--- config.mk ---
export PLATFORM = sky130hd
export DESIGN_NAME = simon_playback
export DESIGN_NICKNAME = d
export VERILOG_FILES = /design/src/rtl/simon_pkg.sv /design/src/rtl/simon_ms_timer.sv /design/src/rtl/simon_playback.sv
export SDC_FILE = /design/constraint.sdc
export NUM_CORES = 1
export LEC_CHECK = 0
export ABC_AREA = 1
export CAP_MARGIN = 40
export CORE_UTILIZATION = 35
export DETAILED_ROUTE_END_ITERATION = 10
export MAX_ROUTING_LAYER = met4
export SYNTH_ARGS = -nofsm -noshare
export SYNTH_HDL_FRONTEND = slang
export SYNTH_SLANG_ARGS = --single-unit
--- constraint.sdc ---
create_clock -name clk -period 3.2 [get_ports clk]
set_clock_uncertainty 0.2 [all_clocks]
set_input_delay 0.64 -clock clk [delete_from_list [all_inputs] [get_ports clk]]
set_output_delay 0.64 -clock clk [all_outputs]
set_load 0.05 [all_outputs]
--- src/rtl/simon_pkg.sv ---
`default_nettype none
// +----------------------------------------------------------------------------+
// | simon_pkg                                                                  |
// | Shared types and constants for the Simon sequence playback block.          |
// | Revision: 1.0                                                              |
// +----------------------------------------------------------------------------+
package simon_pkg;

    typedef logic [1:0] color_t;

    typedef enum logic [2:0] {
        ST_IDLE  = 3'd0,
        ST_FETCH = 3'd1,
        ST_ON    = 3'd2,
        ST_GAP   = 3'd3,
        ST_DONE  = 3'd4
    } state_t;

    localparam int c_default_on_ms  = 400;
    localparam int c_default_gap_ms = 100;

    // Timer field widths: ms counter, prescaler (matches ticks_per_milli), step length
    localparam int c_ms_w  = 16;
    localparam int c_tpm_w = 6;
    localparam int c_len_w = 6;

    function automatic logic [3:0] color_to_led(input color_t c);
        return 4'b0001 << c;
    endfunction

endpackage : simon_pkg
`default_nettype wire

--- src/rtl/simon_ms_timer.sv ---
`default_nettype none
// +----------------------------------------------------------------------------+
// | simon_ms_timer                                                             |
// | Millisecond prescaler plus ms down-counter; expired marks the last cycle.  |
// | Revision: 1.0                                                              |
// +----------------------------------------------------------------------------+
module simon_ms_timer
    import simon_pkg::*;
(
    input  logic               clk,
    input  logic               rst_n,
    input  logic               i_load,
    input  logic [c_ms_w-1:0]  i_ms_count,
    input  logic [c_tpm_w-1:0] i_ticks_per_milli,
    output logic               o_expired
);

    logic [c_tpm_w-1:0] r_pre;
    logic [c_tpm_w-1:0] r_tlim;
    logic [c_ms_w-1:0]  r_ms;
    logic [c_tpm_w-1:0] w_tlim_eff;
    logic               w_pre_wrap;

    // A zero tick rate would stall the prescaler, so it counts as one tick per ms
    assign w_tlim_eff = (i_ticks_per_milli == '0) ? c_tpm_w'(1) : i_ticks_per_milli;
    assign w_pre_wrap = (r_pre == r_tlim - c_tpm_w'(1));
    assign o_expired  = (r_ms == '0) || ((r_ms == c_ms_w'(1)) && w_pre_wrap);

    always_ff @(posedge clk) begin
        if (!rst_n) begin
            r_pre  <= '0;
            r_tlim <= '0;
            r_ms   <= '0;
        end else if (i_load) begin
            r_pre  <= '0;
            r_tlim <= w_tlim_eff;
            r_ms   <= i_ms_count;
        end else if (r_ms != '0) begin
            if (w_pre_wrap) begin
                r_pre <= '0;
                r_ms  <= r_ms - c_ms_w'(1);
            end else begin
                r_pre <= r_pre + c_tpm_w'(1);
            end
        end
    end

endmodule : simon_ms_timer
`default_nettype wire

--- src/rtl/simon_playback.sv ---
`default_nettype none
// +----------------------------------------------------------------------------+
// | simon_playback                                                             |
// | Fetches a color sequence from memory and plays it on LEDs and tone.        |
// | Revision: 1.0                                                              |
// +----------------------------------------------------------------------------+
module simon_playback
    import simon_pkg::*;
#(
    parameter int ON_MS     = c_default_on_ms,
    parameter int GAP_MS    = c_default_gap_ms,
    parameter int MAX_STEPS = 32,
    parameter int ADDR_W    = 5
) (
    input  logic              clk,
    input  logic              rst_n,
    input  logic [5:0]        ticks_per_milli,
    input  logic              start,
    input  logic              abort,
    input  logic [5:0]        seq_len,
    output logic              step_req,
    output logic [ADDR_W-1:0] step_addr,
    input  logic              step_ack,
    input  logic [1:0]        step_color,
    output logic [3:0]        led,
    output logic              tone_en,
    output logic [1:0]        tone_sel,
    output logic              busy,
    output logic              done
);

    state_t             r_state;
    state_t             w_next;
    logic [c_len_w-1:0] r_len;
    logic [c_len_w-1:0] r_idx;
    logic [c_len_w-1:0] w_len_clamped;
    color_t             r_color;
    logic               w_accept;
    logic               w_capture;
    logic               w_advance;
    logic               w_load;
    logic               w_expired;
    logic [c_ms_w-1:0]  w_ms_count;

    assign w_len_clamped = (int'(seq_len) > MAX_STEPS) ? c_len_w'(MAX_STEPS) : seq_len;

    simon_ms_timer u_timer (
        .clk               (clk),
        .rst_n             (rst_n),
        .i_load            (w_load),
        .i_ms_count        (w_ms_count),
        .i_ticks_per_milli (ticks_per_milli),
        .o_expired         (w_expired)
    );

    always_comb begin
        w_next     = r_state;
        w_accept   = 1'b0;
        w_capture  = 1'b0;
        w_advance  = 1'b0;
        w_load     = 1'b0;
        w_ms_count = c_ms_w'(ON_MS);
        unique case (r_state)
            ST_IDLE: begin
                if (start) begin
                    w_accept = 1'b1;
                    w_next   = (w_len_clamped == '0) ? ST_DONE : ST_FETCH;
                end
            end
            ST_FETCH: begin
                if (step_ack) begin
                    w_capture = 1'b1;
                    w_load    = 1'b1;
                    w_next    = ST_ON;
                end
            end
            ST_ON: begin
                if (w_expired) begin
                    w_load     = 1'b1;
                    w_ms_count = c_ms_w'(GAP_MS);
                    w_next     = ST_GAP;
                end
            end
            ST_GAP: begin
                if (w_expired) begin
                    w_advance = 1'b1;
                    w_next    = ((r_idx + c_len_w'(1)) < r_len) ? ST_FETCH : ST_DONE;
                end
            end
            ST_DONE: w_next = ST_IDLE;
            default: w_next = ST_IDLE;
        endcase
        // Abort overrides every transition and suppresses all datapath updates
        if (abort) begin
            w_next    = ST_IDLE;
            w_accept  = 1'b0;
            w_capture = 1'b0;
            w_advance = 1'b0;
            w_load    = 1'b0;
        end
    end

    always_ff @(posedge clk) begin
        if (!rst_n) begin
            r_state <= ST_IDLE;
            r_len   <= '0;
            r_idx   <= '0;
            r_color <= '0;
        end else begin
            r_state <= w_next;
            if (w_accept) begin
                r_len <= w_len_clamped;
                r_idx <= '0;
            end
            if (w_capture) begin
                r_color <= step_color;
            end
            if (w_advance) begin
                r_idx <= r_idx + c_len_w'(1);
            end
        end
    end

    generate
        if (ADDR_W <= c_len_w) begin : g_addr_trunc
            assign step_addr = r_idx[ADDR_W-1:0];
        end else begin : g_addr_ext
            assign step_addr = {{(ADDR_W - c_len_w){1'b0}}, r_idx};
        end
    endgenerate

    always_comb begin
        step_req = (r_state == ST_FETCH);
        led      = 4'b0000;
        tone_en  = 1'b0;
        tone_sel = 2'b00;
        busy     = (r_state == ST_FETCH) || (r_state == ST_ON) || (r_state == ST_GAP);
        done     = (r_state == ST_DONE);
        if (r_state == ST_ON) begin
            led      = color_to_led(r_color);
            tone_en  = 1'b1;
            tone_sel = r_color;
        end
    end

endmodule : simon_playback
`default_nettype wire

# Yosys cells after proc, flatten, opt, wreduce, memory -nomap -nowiden
# Index checks and enable logic that the tools add are counted.
dict set report op_classes {
  addsub 4
  order_cmp 2
  n_eq_ne 10
  n_shift 1
  mux 31
  bitwise 1
  reduce_logical 16
}
# cell n
set ops {}
lappend ops {{two-way mux 16 bit} 3}
lappend ops {{two-way mux 6 bit} 5}
lappend ops {{two-way mux 3 bit} 6}
lappend ops {{two-way mux 9 bit} 2}
lappend ops {{== test 16 x 1 -> 1 bit (second input constant)} 1}
lappend ops {{logical NOT 16 bit} 1}
lappend ops {{nonzero test 16 bit} 1}
lappend ops {{subtractor 16 x 1 -> 16 bit (second input constant)} 1}
lappend ops {{adder 6 x 1 -> 6 bit (second input constant)} 2}
lappend ops {{logical NOT 6 bit} 2}
lappend ops {{case mux 3 bit (4 select lines)} 1}
lappend ops {{two-way mux 1 bit} 11}
lappend ops {{== test 3 x 2 -> 1 bit (second input constant)} 2}
lappend ops {{== test 6 bit} 1}
lappend ops {{greater-than comparator 6 bit (second input constant)} 1}
lappend ops {{less-than comparator 6 bit} 1}
lappend ops {{!= test 2 x 1 -> 1 bit (second input constant)} 3}
lappend ops {{nonzero test 2 bit} 3}
lappend ops {{subtractor 6 x 1 -> 6 bit (second input constant)} 1}
lappend ops {{two-way mux 4 bit} 1}
lappend ops {{AND reduction 4 bit} 1}
lappend ops {{OR reduction 2 bit} 2}
lappend ops {{left shift 1 x 2 -> 4 bit (first input constant)} 1}
lappend ops {{== test 3 x 1 -> 1 bit (second input constant)} 1}
lappend ops {{9 further kinds} 11}
dict set report totals {
  ff_bits 45
  inputBits 19
  out_inout_bits 15
  elab_cells 72
}

# Depth between registers and ports, before layout
# Gate-level depths: netlist (run 1).
dict set report depth {
  ltp_word 9
  mapped_depth 15
  mapped_depth_nobuf 15
}

# Modules after synthesis
# From an unflattened synthesis (run 1), not the netlist that was laid out.
dict set report hier_totals {
  hier_cells 488
  area_unflattened_um2 3111.7
}
# module instances cells_each area_per_inst_um2 seq_area_each_um2
set by_module_without_submodules {}
lappend by_module_without_submodules {simon_ms_timer 1 327 1980.6 560.5}
lappend by_module_without_submodules {simon_playback 1 161 1131.1 340.3}

# Worst setup path after synthesis (run 1)
# Ideal clock, no wire load.
dict set report synth_path {
  path_type {reg2out}
  from {reg r_state[2]}
  to {out led[0]}
  arrival_ns 2.559
  required_time_ns 2.360
  setup_slack_ns -0.199
  path_stages_with_launch 4
  path_buffers 0
  cell_sequence {dfxtp_1 nor3_2 inv_1 nor3_1}
}
dict set report synth_via {
  elab_chain_cells 2
}
# item line_no
set synth_rtl {}
lappend synth_rtl {{start: declaration} simon_playback.sv:32} ;# state_t r_state;
lappend synth_rtl {{start signal: assignment} simon_playback.sv:110} ;# r_state <= w_next;
lappend synth_rtl {{== test 3 x 2 -> 1 bit} simon_playback.sv:139} ;# if (r_state == ST_ON) begin
lappend synth_rtl {{two-way mux 4 bit} simon_playback.sv:139}
lappend synth_rtl {{end: declaration} simon_playback.sv:25} ;# output logic [3:0] led,
# No other way between the ends.

# Worst setup path after layout (run 1)
dict set report layout_path {
  from {reg r_state[1]}
  to {out led[2]}
}
# Same word-level chain as after synthesis.

==> results of run 1 <==
## cell type report
cell class,instances,area (um2),area share
multi-input combinational,300,1610,0.481
sequential,45,901,0.269
timing repair buffer,40,395,0.118
inverter,59,224,0.0668
tap,102,128,0.0381
clock buffer,5,68.8,0.0205
clock inverter,3,22.5,0.00672
## registers in the layout (all words and copies together), names as in the netlist
register        flops
r_color             2
r_len               6
u_timer.r_tlim      6
u_timer.r_pre       6
r_idx               6
u_timer.r_ms       16
r_state             3
## power breakdown
group          internal (mW)  switching (mW)  total, mW
logic                  0.126           0.209      0.336
clock network          0.155           0.211      0.366
registers              0.579          0.0192      0.598
total                  0.860           0.439       1.30
## critical path, delay by kind of cell, from the launching register on
kind / cells / cell delay (ns)
flops: 1 / 0.38
simple gates: 2 / 0.30
buf+inv: 3 / 1.06
## cells by family after synthesis
family / after synthesis / synth area share
AND/OR/NAND/NOR: 216 / 0.358
XOR/XNOR: 18 / 0.0555
flip-flops: 45 / 0.317
buffers and inverters: 77 / 0.115
AO/OA/AOI/OAI: 56 / 0.110
adder cells (fa/ha/maj): 10 / 0.0440
## cell usage in the layout, fill, tap and decap left out, types with 2 or more instances in the layout
cell              n
nor4_1            3
nand3_1          33
clkinv_4          2
clkdlybuf4s50_1  33
nor2_1           62
ha_1             10
a21oi_1          36
nor3_1           11
nand2_2           2
clkbuf_8          5
xnor2_1           5
nor3_2            2
inv_1            50
o21ai_0           5
a22oi_1           4
buf_4             6
nand2_1          64
inv_2             7
a31oi_1           4
xor2_1           13
dfxtp_1          45
nand4_1          30
## worst max-delay path by stage
stage / cells after the start / endpoint / slack [ns] / startpoint
2_1_floorplan: 3 / led[0] / -0.20 / r_state[2]
3_3_place_gp: 8 / u_timer.r_ms[2] / 0.63 / abort
3_5_place_dp: 8 / u_timer.r_ms[4] / 0.59 / abort
4_1_cts: 5 / led[2] / 0.27 / r_state[1]
5_1_grt: 5 / led[2] / 0.15 / r_state[1]
6_report: 5 / led[2] / 0.32 / r_state[1]
## layer usage
metal,part of all wire,up-vias
met4,0.015,0
met5,0,-
met2,0.44,51
li1,-,1461
met3,0.040,10
met1,0.50,1282
## through the flow
| step | setup TNS [ns] | util | worst slack (ns) |
|---|---|---|---|
| after floorplan | -0.798 | - | -0.199 |
| after global placement | 0 | 0.418 | 0.631 |
| after detailed placement | 0 | 0.418 | 0.591 |
| after CTS | 0 | 0.429 | 0.274 |
| after global routing | 0 | 0.429 | 0.151 |
| final | 0 | 0.429 | 0.325 |
==> metrics, run 1 <==
Setup crit end kind output pin; share of layout cells above drive strength 1 0.0752; post-synthesis register bit count 45; initial antenna violation count 0; total CTS buffers 5; Pwr Total 1.30 mW; pwr dens 387 mW/mm2; CP arrival 2.04 ns; Primary FF master, synth dfxtp_1; DR WL/cell 12.6 um; vias per cell 5.06; max cap viols 0; Ant. Diodes 0; grt peak-use layer met2; Detailed Place HPWL 5170 um; Clk Latency, worst-skew pair 0.31 ns; worst hold path endpoint r_len[5]; Crit Path Max Fanout 7; fin area 0.00335 mm2; fmax 348 MHz; Placed Area 0.00326 mm2; Post-synth EDFFs 0; Die Width 92.1 um; largest cells by area after synthesis dfxtp_1 (32%), nand2_1 (8.5%), nor2_1 (8.2%), inv_1 (6.6%), nand4_1 (6.6%); Sink Count 45; worst-margin pin slew 0.528 ns; post-synth top area share 0.317; gp weighted congestion 0.795; post-cts sizing count 0; CP cell instances inv_1 -> nor3_2 -> inv_1 -> nor3_1 -> clkdlybuf4s50_1; M3 GR Usage 0.0282; Distinct cells, synth 41; postcts setup bufs 0; internal reg-to-reg setup slack 0.71 ns; met2 Track Usage GR 0.286; CP dominant cell by count inv_1; Die Area 0.00849 mm2; Hold Path Depth 2; VDD IR max 0.196 mV; final number of hold-violating endpoints 0; CTS tree built; pin count of the biggest net entering global routing 40; Initial Util 0.364; Nets 480; hold_ws 0.294 ns; DR DRC count 0; cts hold-fix bufs 0; max-slew violations 0; most frequent cell after synthesis nand2_1; GRT Overall Usage 0.182; vias in the first global route 2695; reg2reg path depth 15; sequential share of the synthesized area 0.317; post-synthesis net count 451; Reg2Reg Capture Point u_timer.r_ms[4]; Yosys warnings 0; Mapped Cells 422; RSZ-0062 raised after global routing false; worst hold-check path type flip-flop to flip-flop; Post-Layout Cell Count 554; Period minus WS final 2.88 ns; Via Count 2804; Rel. slew slack 0.646; Commonest cells post-synth nand2_1 (64), nor2_1 (62), inv_1 (50); slowest stage delay, CP 0.83 ns; Reg clk slew, reported paths 0.10 ns; Filler cells 832; grt total ovfl 0; Worst Hold Launch r_len[5]; Syn-to-layout area delta 18.0%; outcome finished, final reports clean; drt pass-1 iters 4; Worst path slowest cell clkdlybuf4s50_1; first-pass GRT wire length 12100 um; Startpoint Class flip-flop; Tcrit/Tclk final 0.899; ys async rst share 0; clk buf depth 2; H-tree levels 2; cell area after synthesis 0.00284 mm2; Root Buffer clkbuf_8; Synth area leader dfxtp_1; WP data required 2.36 ns; Core ar. 0.00781 mm2; Final ANT Viol Nets 0; syn_area_per_cell 6.74 um2; met1 usage 0.238; post-placement cell count 546; Routed WL 7010 um; Worst R2R Start u_timer.r_tlim[0]; die height 92.1 um; Crit Path Class flip-flop to output pin; Initial DRC Count 151; Port Buf Inserts 33; setup violators final 0; P_leak 1.43 nW; number of I/O pins 34; Cell Rows 32
Note: power is estimated with default switching activity, not from simulation.
==> run 2, diff against run 1 <==
--- a/config.mk
+++ b/config.mk
@@ -8,6 +8,7 @@
 export ABC_AREA = 1
 export CAP_MARGIN = 40
 export CORE_UTILIZATION = 35
+export CTS_CLUSTER_DIAMETER = 120
 export DETAILED_ROUTE_END_ITERATION = 10
 export MAX_ROUTING_LAYER = met4
 export SYNTH_ARGS = -nofsm -noshare
==> results of run 2 <==
The final DEF is identical to that of run 1; final timing and power are the same.
==> run 3, diff against run 2 <==
--- a/config.mk
+++ b/config.mk
@@ -8,9 +8,10 @@
 export ABC_AREA = 1
 export CAP_MARGIN = 40
 export CORE_UTILIZATION = 35
-export CTS_CLUSTER_DIAMETER = 120
+export CTS_CLUSTER_DIAMETER = 30
 export DETAILED_ROUTE_END_ITERATION = 10
 export MAX_ROUTING_LAYER = met4
+export SLEW_MARGIN = 20
 export SYNTH_ARGS = -nofsm -noshare
 export SYNTH_HDL_FRONTEND = slang
 export SYNTH_SLANG_ARGS = --single-unit
==> results of run 3 <==
The final DEF is identical to that of run 1; final timing and power are the same.
